## config.mk

```make
export PLATFORM = sky130hd
export DESIGN_NAME = instr_sequencer
export DESIGN_NICKNAME = d
export VERILOG_FILES = /design/src/rtl/instr_sequencer.sv
export SDC_FILE = /design/constraint.sdc
export NUM_CORES = 1
export LEC_CHECK = 0
export BUFFER_PORTS_ARGS = -buffer_cell sky130_fd_sc_hd__buf_2
export CORE_ASPECT_RATIO = 0.6
export CORE_MARGIN = 3
export CORE_UTILIZATION = 50
export CTS_CLUSTER_DIAMETER = 50
export DETAILED_ROUTE_END_ITERATION = 16
export GPL_ROUTABILITY_DRIVEN = 0
export PLACE_DENSITY = 0.67
export SYNTH_ARGS = -nofsm -noshare
export SYNTH_HDL_FRONTEND = slang
export SYNTH_SLANG_ARGS = --single-unit
```

## constraint.sdc

```tcl
create_clock -name clk -period 8.3 [get_ports clk]
set_clock_uncertainty 0.15 [all_clocks]
set_input_delay 0 -clock clk [delete_from_list [all_inputs] [get_ports clk]]
set_output_delay 0 -clock clk [all_outputs]
set_load 0.01 [all_outputs]
```

## src/rtl/instr_sequencer.sv

```systemverilog
// Program sequencer: loadable opcode+literal memory, stepped by a program counter,
// issuing one opcode per clock to the control unit until HALT, illegal opcode, end or abort.
module instr_sequencer #(
  parameter int unsigned DEPTH_W = 4,
  parameter int unsigned LIT_W   = 8
) (
  input  logic               clk,
  input  logic               rst_n,
  input  logic               load_en_i,
  input  logic [DEPTH_W-1:0] load_addr_i,
  input  logic [LIT_W+4:0]   load_data_i,
  output logic               load_ready_o,
  input  logic               start_i,
  input  logic               hold_i,
  input  logic               abort_i,
  output logic [4:0]         address_o,
  output logic [LIT_W-1:0]   literal_o,
  output logic               issue_o,
  output logic               busy_o,
  output logic               done_o,
  output logic               error_o,
  output logic [DEPTH_W-1:0] pc_o
);

  localparam int unsigned OP_W   = 5;
  localparam int unsigned WORD_W = OP_W + LIT_W;
  localparam int unsigned DEPTH  = 1 << DEPTH_W;

  localparam logic [OP_W-1:0]    OP_HALT     = 5'h1F;
  localparam logic [OP_W-1:0]    OP_EXEC_MAX = 5'h18;
  localparam logic [DEPTH_W-1:0] PC_LAST     = DEPTH_W'(DEPTH - 1);
  localparam logic [WORD_W-1:0]  HALT_WORD   = {OP_HALT, {LIT_W{1'b0}}};

  typedef enum logic {
    ST_IDLE = 1'b0,
    ST_RUN  = 1'b1
  } state_e;

  state_e             state_q, state_d;
  logic [DEPTH_W-1:0] pc_q, pc_d;
  logic [OP_W-1:0]    address_q, address_d;
  logic [LIT_W-1:0]   literal_q, literal_d;
  logic               issue_q, issue_d;
  logic               done_q, done_d;
  logic               error_q, error_d;
  logic               mem_we_c;

  logic [WORD_W-1:0]  mem_q [DEPTH];
  logic [WORD_W-1:0]  fetch_word_c;
  logic [OP_W-1:0]    fetch_op_c;
  logic [LIT_W-1:0]   fetch_lit_c;

  // Combinational fetch of the word under the program counter
  assign fetch_word_c = mem_q[pc_q];
  assign fetch_op_c   = fetch_word_c[WORD_W-1:LIT_W];
  assign fetch_lit_c  = fetch_word_c[LIT_W-1:0];

  // Next-state, next-pc and issue/termination decode
  always_comb begin
    state_d   = state_q;
    pc_d      = pc_q;
    address_d = '0;
    literal_d = '0;
    issue_d   = 1'b0;
    done_d    = 1'b0;
    error_d   = error_q;
    mem_we_c  = 1'b0;

    case (state_q)
      ST_IDLE: begin
        mem_we_c = load_en_i;
        if (start_i) begin
          state_d = ST_RUN;
          pc_d    = '0;
          error_d = 1'b0;
        end
      end

      ST_RUN: begin
        if (abort_i) begin
          state_d = ST_IDLE;
          pc_d    = '0;
        end else if (!hold_i) begin
          if (fetch_op_c <= OP_EXEC_MAX) begin
            issue_d   = 1'b1;
            address_d = fetch_op_c;
            literal_d = fetch_lit_c;
            // Last word terminates normally instead of wrapping
            if (pc_q == PC_LAST) begin
              done_d  = 1'b1;
              state_d = ST_IDLE;
              pc_d    = '0;
            end else begin
              pc_d = pc_q + DEPTH_W'(1);
            end
          end else if (fetch_op_c == OP_HALT) begin
            done_d  = 1'b1;
            state_d = ST_IDLE;
            pc_d    = '0;
          end else begin
            error_d = 1'b1;
            state_d = ST_IDLE;
            pc_d    = '0;
          end
        end
      end

      default: begin
        state_d = ST_IDLE;
      end
    endcase
  end

  // Control and output registers
  always_ff @(posedge clk or negedge rst_n) begin
    if (!rst_n) begin
      state_q   <= ST_IDLE;
      pc_q      <= '0;
      address_q <= '0;
      literal_q <= '0;
      issue_q   <= 1'b0;
      done_q    <= 1'b0;
      error_q   <= 1'b0;
    end else begin
      state_q   <= state_d;
      pc_q      <= pc_d;
      address_q <= address_d;
      literal_q <= literal_d;
      issue_q   <= issue_d;
      done_q    <= done_d;
      error_q   <= error_d;
    end
  end

  // Program memory; reset refills every word with HALT
  always_ff @(posedge clk or negedge rst_n) begin
    if (!rst_n) begin
      for (int unsigned i = 0; i < DEPTH; i++) begin
        mem_q[i] <= HALT_WORD;
      end
    end else if (mem_we_c) begin
      mem_q[load_addr_i] <= load_data_i;
    end
  end

  assign address_o    = address_q;
  assign literal_o    = literal_q;
  assign issue_o      = issue_q;
  assign done_o       = done_q;
  assign error_o      = error_q;
  assign pc_o         = pc_q;
  assign busy_o       = (state_q == ST_RUN);
  assign load_ready_o = (state_q == ST_IDLE);

endmodule

```

==> results by group, run 1 <==
Layout
  • Layout cells sized above 1: 62.27%
  • Core Util, Final: 58.62%
  • Commonest non-fill, non-tap cell in the layout: mux2_2
  • Commonest cells after routing, fill and taps aside: mux2_2 (208), dfrtp_1 (147), dfstp_2 (80)
  • Area delta synth->final: 13.75%
  • Final nets: 713

Global route
  • First-pass GRT wire length: 38660 um
  • Pin count of the biggest net entering global routing: 85
  • Tot GR Track Use: 22.65%
  • Remaining Overflow, GRT: 0
  • Initial antenna violation count: 1
  • Vias in the first global route: 6251

Yosys
  • Synth Register Bits: 229
  • Multiplexer share of the synthesized area: 35.88%
  • Post-synth EDFFs: 0
  • Main synth FF type: dfrtp_1
  • Register area share after synthesis: 55.96%
  • Syn Area/Cell: 16.36 sq um
  • Share of synthesized flip-flops with an asynchronous set or reset: 100.0%
  • Post-Synthesis Cells: 637
  • Netlist Area Pre-Place: 10420 sq um
  • Post-Synth XOR/XNOR Area: 0%
  • Post-synthesis simple-gate area fraction: 3.902%
  • Post-synthesis adder-cell area fraction: 0.1201%
  • Synth Area in Compound Gates: 1.897%
  • Syn_nets: 661
  • Synth warnings: 0
  • Combinational family with the most area after synthesis: multiplexers
  • Unique masters post-synth: 43

Worst setup path
  • CP Launch Type: flip-flop
  • R2R setup slack: 4.20 ns
  • Critical Path RT: 8.59 ns
  • CP peak stage delay: 0.78 ns
  • Kind of critical path: flip-flop to flip-flop
  • Cell chain of the critical path: buf_4 > mux4_1 > a22oi_1 > nand2_1 > or3_4 > and2_4 > o311ai_2 > dlygate4sd3_1
  • CP max-delay cell: buf_4
  • Crit path DAT: 4.39 ns
  • Worst-path fanout max: 51
  • Critical Path Sink Type: flip-flop

Placed design
  • Port-buffer cells: 44
  • Detailed Place HPWL: 15000 um

Clock tree
  • Num CTS Buffers: 22
  • CTS root buf: clkbuf_16
  • Max clock buf depth: 3
  • Resized cells post-CTS: 0
  • CTS tree: yes
  • Hold-fix buffers at CTS: 24
  • Clk Latency, worst-skew pair: 0.51 ns
  • Postcts setup bufs: 0
  • # H-tree levels: 1
  • Reg clk slew, reported paths: 0.06 ns
  • Clock net sink count: 229

Drt
  • First-pass iteration count of the detailed router: 4
  • Routed via count: 5882
  • Routed met3 length: 1597 um
  • Total Wirelength: 24810 um
  • Iter 0 DRT Violations: 320
  • Residual DRC: 0
  • Met2 WL: 11690 um
  • DR vias/cell: 6.008
  • Post-route antenna net violation count: 0
  • Max layer used: met4
  • M1 WL: 11070 um
  • WL/cell: 25.34 um

Min path
  • Min-delay worst type: input port to flip-flop

Power
  • Clock power share: 30.6%
  • Power Total: 3.376 mW
  • Power Density: 284.9 nW/um^2
  • Comb pwr share: 20.6%
  • Net Switching: 0.8340 mW
  • Sw frac: 24.70%
  • Sequential power share: 48.8%
  • Leakage power: 5.088 nW
  • Max VDD drop: 0.0001791 V
  • Cell Int Power: 2.542 mW

Die
  • Initial Util: 51.53%
  • IO Pins: 45
  • Die footprint: 22670 sq um
  • CORE AREA: 20220 sq um
  • Die Height: 117.8 um
  • Die extent in x: 192.4 um
  • Core Rows: 40

Run status
  • Status: complete, no violations

Timing
  • Sum Neg Setup Slack: 0 ns
  • Max Slew Vio Count: 0
  • Unrepaired setup endpoints after global routing: false
  • Tightest Pin Transition: 1.161 ns
  • F_max: 0.2440 GHz
  • # setup viols final: 0
  • Period utilization: 49.37%
  • Final Hold Fails: 0
  • Headroom to the max-slew limit: 22.54%
  • Min cycle time layout: 4.098 ns

Run
  • MaxCap Viol Count: 0
registers in the layout, summed over array words and instances, names as in the netlist:
| name | cells |
|---|---|
| error_o | 1 |
| mem_q | 208 |
| done_o | 1 |
| address_o | 5 |
| issue_o | 1 |
| busy_o | 1 |
| pc_o | 4 |
| literal_o | 8 |
cell usage after synthesis (3+ instances only):
cell type / instances / area [sq um]
buf_1: 14 / 52.55
nor2b_1: 7 / 43.79
dfrtp_1: 149 / 3729
clkbuf_1: 26 / 97.59
nor2_1: 8 / 30.03
buf_2: 3 / 15.01
nor3b_1: 4 / 30.03
mux2_2: 208 / 2342
mux4_2: 48 / 1081
dfstp_2: 80 / 2102
and3_1: 5 / 31.28
nand2_1: 22 / 82.58
a22oi_1: 7 / 52.55
mux4_1: 12 / 315.3
nor3b_2: 6 / 75.07
path summary, 6_finish.rpt:
kind                                start  cells after the start    endpoint
setup / recovery                  pc_o[0]                      8      busy_o
hold / removal             load_addr_i[2]                      3  mem_q[113]
setup reg to reg                  pc_o[0]                      8      busy_o
hold reg to reg                mem_q[159]                      1  mem_q[159]
max in group asynchronous           rst_n                      4   mem_q[20]
min in group asynchronous           rst_n                      3  mem_q[129]
worst max-delay path: cells and delay by family, from the launching register on:
family,cells,cell delay [ns]
DFF,1,0.50
muxes,1,0.66
and+or+nand+nor,3,0.84
buffers and inverters,2,1.36
AOI/OAI and AO/OA,2,0.49
routing by layer:
layer,GRT usage (%),vias to the layer above
li1,-,2507
met1,34.04,3171
met2,35.33,167
met3,3.750,37
met4,4.320,0
met5,0,-
through the flow:
step,area [sq um],hold WS (ns),instances,worst slack (ns)
3_5_place_dp,10850,-0.08860,914,4.694
5_1_grt,11850,0.03542,978,3.911
2_1_floorplan,10420,-0.4456,637,5.575
3_3_place_gp,10850,-0.1012,914,4.729
6_report,11850,0.02765,979,4.202
4_1_cts,11850,0.02026,978,4.161
final cells by class:
class / count / area (sq um)
clock inverters: 6 / 102.6
flip-flops and latches: 229 / 5836
diodes: 1 / 2.502
clock buffers: 34 / 636.9
well taps: 273 / 341.6
repair buffers: 76 / 546.8
fillers: 1505 / 8367
multi-input cells: 359 / 4383
inverters: 1 / 3.754
cell families (layout without fill, tap and decap cells):
group | after synthesis | in the layout
simple gates | 68 | 68
other cells | 0 | 1
mux | 268 | 268
buf+inv | 49 | 117
fa+ha+maj | 1 | 1
compound gates | 22 | 22
flops | 229 | 229
power groups by stage:
stage / logic [mW] / clock network, mW / registers, mW
after detailed placement: 0.685 / 0 / 1.66
after global placement: 0.656 / 0 / 1.64
after floorplan: 0.550 / 0 / 1.60
final: 0.697 / 1.03 / 1.65
after CTS: 0.701 / 1.05 / 1.65
after global routing: 0.755 / 1.11 / 1.68
Power figures use the tool's default switching activity.
==> run 2, diff against run 1 <==
- ABC_AREA: default -> 1
- PLACE_DENSITY: 0.67 -> 0.69
- clock period: 8.3 -> 3.35 ns (I/O delays scaled with it)
==> results by group, run 2 <==
Run status
  • Status: complete, no violations (unchanged)

Timing
  • Unrepaired setup endpoints after global routing: false (unchanged)
  • Period utilization: 92.08% (was 49.37%)
  • Max Slew Vio Count: 0 (unchanged)
  • Final Worst Setup Slack: 0.2652 ns (was 4.202 ns)
  • Final Hold Fails: 0 (unchanged)
  • Headroom to the max-slew limit: 26.18% (was 22.54%)
  • Min cycle time layout: 3.085 ns (was 4.098 ns)
  • F_max: 0.3242 GHz (was 0.2440 GHz)
  • Sum Neg Setup Slack: 0 ns (unchanged)
  • Tightest Pin Transition: 1.105 ns (was 1.161 ns)
  • # setup viols final: 0 (unchanged)

Global route
  • Initial antenna violation count: 0 (was 1)
  • Tot GR Track Use: 26.46% (was 22.65%)
  • First-pass GRT wire length: 45950 um (was 38660 um)
  • Remaining Overflow, GRT: 0 (unchanged)
  • Pin count of the biggest net entering global routing: 131 (was 85)
  • Vias in the first global route: 7987 (was 6251)

Clock tree
  • Clk Latency, worst-skew pair: 0.51 ns (about the same)
  • CTS tree: yes (unchanged)
  • Num CTS Buffers: 21 (was 22)
  • # H-tree levels: 1 (unchanged)
  • Reg clk slew, reported paths: 0.07 ns (was 0.06 ns)
  • Clock net sink count: 229 (unchanged)
  • Resized cells post-CTS: 0 (unchanged)
  • CTS root buf: clkbuf_16 (unchanged)
  • Max clock buf depth: 3 (unchanged)

Worst setup path
  • R2R setup slack: 0.27 ns (was 4.20 ns)
  • Kind of critical path: flip-flop to flip-flop (unchanged)
  • Crit path launch: pc_o[0] (unchanged)
  • R2R depth: 15 (was 8)
  • Critical R2R Capture: busy_o (unchanged)
  • Crit path DAT: 3.31 ns (was 4.39 ns)
  • Worst-path fanout max: 43 (was 51)
  • Crit path to: busy_o (unchanged)
  • Critical Path Sink Type: flip-flop (unchanged)
  • CP Launch Type: flip-flop (unchanged)
  • RR Startpoint: pc_o[0] (unchanged)
  • Critical Path RT: 3.58 ns (was 8.59 ns)

Yosys
  • Synth area leader: dfrtp_1 (unchanged)
  • Post-synth EDFFs: 0 (unchanged)
  • Syn Area/Cell: 8.448 sq um (was 16.36 sq um)
  • Main synth FF type: dfrtp_1 (unchanged)
  • Top cells by area, synth: dfrtp_1 (36%), dfstp_2 (20%), nand2_1 (15%) (was dfrtp_1 (36%), mux2_2 (22%), dfstp_2 (20%))
  • Synth warnings: 0 (unchanged)
  • Syn_nets: 1242 (was 661)
  • Netlist Area Pre-Place: 10290 sq um (was 10420 sq um)
  • Cell with the most instances after synthesis: nand2_1 (was mux2_2)
  • Share of the synthesized area in the top cell type: 36.24% (was 35.78%)
  • Synth Register Bits: 229 (unchanged)
  • Share of synthesized flip-flops with an asynchronous set or reset: 100.0% (unchanged)
  • Synth cell count leaders: nand2_1 (418), o21ai_0 (232), dfrtp_1 (149) (was mux2_2 (208), dfrtp_1 (149), dfstp_2 (80))
  • Register area share after synthesis: 56.66% (was 55.96%)
  • Post-Synthesis Cells: 1218 (was 637)
  • Unique masters post-synth: 27 (was 43)

Layout
  • Commonest non-fill, non-tap cell in the layout: nand2_1 (was mux2_2)
  • Top reg by flops: mem_q (unchanged)
  • Multi-input gate area: 3896 sq um (was 4383 sq um)
  • Area delta synth->final: 12.18% (was 13.75%)
  • Post-route non-filler standard cell count: 1523 (was 979)
  • Fill count: 1756 (was 1505)
  • Max reg flops: 208 (unchanged)
  • Commonest cells after routing, fill and taps aside: nand2_1 (418), o21ai_0 (232), dfrtp_1 (148) (was mux2_2 (208), dfrtp_1 (147), dfstp_2 (80))
  • Register area: 5834 sq um (was 5836 sq um)
  • ANT cells: 0 (was 1)
  • Layout cells sized above 1: 15.59% (was 62.27%)
  • Core Util, Final: 58.85% (was 58.62%)
  • Final nets: 1267 (was 713)

Die
  • Core Rows: 39 (was 40)
  • Die Height: 117.1 um (was 117.8 um)
  • Die extent in x: 191.2 um (was 192.4 um)
  • Initial Util: 52.46% (was 51.53%)
  • Die footprint: 22390 sq um (was 22670 sq um)
  • IO Pins: 45 (unchanged)
  • CORE AREA: 19620 sq um (was 20220 sq um)

Min path
  • Min-delay worst type: input port to asynchronous set/reset pin (was input port to flip-flop)

Power
  • Leakage power: 5.271 nW (was 5.088 nW)
  • Power Total: 7.778 mW (was 3.376 mW)
  • Max VDD drop: 0.0003753 V (was 0.0001791 V)
  • Power Density: 673.8 nW/um^2 (was 284.9 nW/um^2)

Run
  • MaxCap Viol Count: 0 (unchanged)

Drt
  • Total Wirelength: 28810 um (was 24810 um)
  • First-pass iteration count of the detailed router: 5 (was 4)
  • Routed via count: 8569 (was 5882)
  • Iter 0 DRT Violations: 898 (was 320)
  • DR vias/cell: 5.626 (was 6.008)
  • Residual DRC: 0 (unchanged)
  • WL/cell: 18.92 um (was 25.34 um)
  • Post-route antenna net violation count: 0 (unchanged)

Placed design
  • Port-buffer cells: 44 (unchanged)
  • Detailed Place HPWL: 17070 um (was 15000 um)
  • Placed cells: 1466 (was 914)
  • Dpl ws: 0.6848 ns (was 4.694 ns)
-- run 2: per-layer routing --
layer  track usage [%]  share of wire (%)  wire length (um)  vias to the layer above
met4             6.351                2.1               604                        0
met5                 0                  0                 0                        -
met3             4.077                7.2              2074                       49
li1                  -                  -                 -                     4054
met2             38.96                 42             12190                      329
met1             41.29                 48             13940                     4137
-- run 2: logic make-up after synthesis --
family          Yosys count  synth area share (%)
simple gates            531                 20.23
compound gates          331                 17.34
xor+xnor                  2                0.1703
flops                   229                 56.66
buf+inv                 124                 5.472
fa+ha+maj                 1                0.1216
-- run 2: layout make-up --
type | instances | share of cell area [%]
clock buffers | 29 | 5.073
clock inverters | 8 | 1.030
inverters | 39 | 1.279
multi-input cells | 865 | 33.75
flip-flops and latches | 229 | 50.54
well taps | 266 | 2.883
repair buffers | 87 | 5.441
-- run 2: critical path: stages, from the launching register on --
cell and delay [ns]:
dfrtp_4 0.62, buf_4 0.49, nand2_1 0.12, nand3_1 0.11, nand2_1 0.06, nor2_1 0.11, nand2_1 0.07, nand2_1 0.09
nand2_1 0.06, inv_1 0.10, nand2_2 0.11, nand2_1 0.13, nand2_1 0.07, nand2_1 0.06, nand2_1 0.05, dlygate4sd3_1 0.54
-- run 2: timing repair --
item / 4_1_cts / 5_1_grt
endpoints found under the setup margin: 0 / 0
setup buffers: 0 / 0
endpoints found under the hold margin: 347 / 0
hold buffers: 20 / 0
-- run 2: metrics by stage --
stage / cell area (sq um) / hold slack [ns]
after CTS: 11540 / 0.05716
after detailed placement: 10640 / 0.02536
after global placement: 10640 / 0.03099
after floorplan: 10290 / -0.4456
after global routing: 11540 / 0.1101
final: 11540 / 0.03937
-- run 2: how the worst min path moves through the flow --
stage | depth (start not counted) | to | from
after floorplan | 0 | address_o[0] | rst_n
after global placement | 1 | mem_q[132] | rst_n
after detailed placement | 1 | mem_q[132] | rst_n
after CTS | 5 | mem_q[60] | load_addr_i[2]
after global routing | 5 | mem_q[61] | load_addr_i[2]
final | 2 | mem_q[41] | rst_n
-- run 2: where the power goes --
part | switching [mW] | total (mW) | leakage, nW | internal [mW]
logic | 0.800 | 1.35 | 2.16 | 0.549
clock network | 1.06 | 2.52 | 0.338 | 1.46
registers | 0.357 | 3.91 | 2.78 | 3.55
total | 2.22 | 7.78 | 5.27 | 5.56
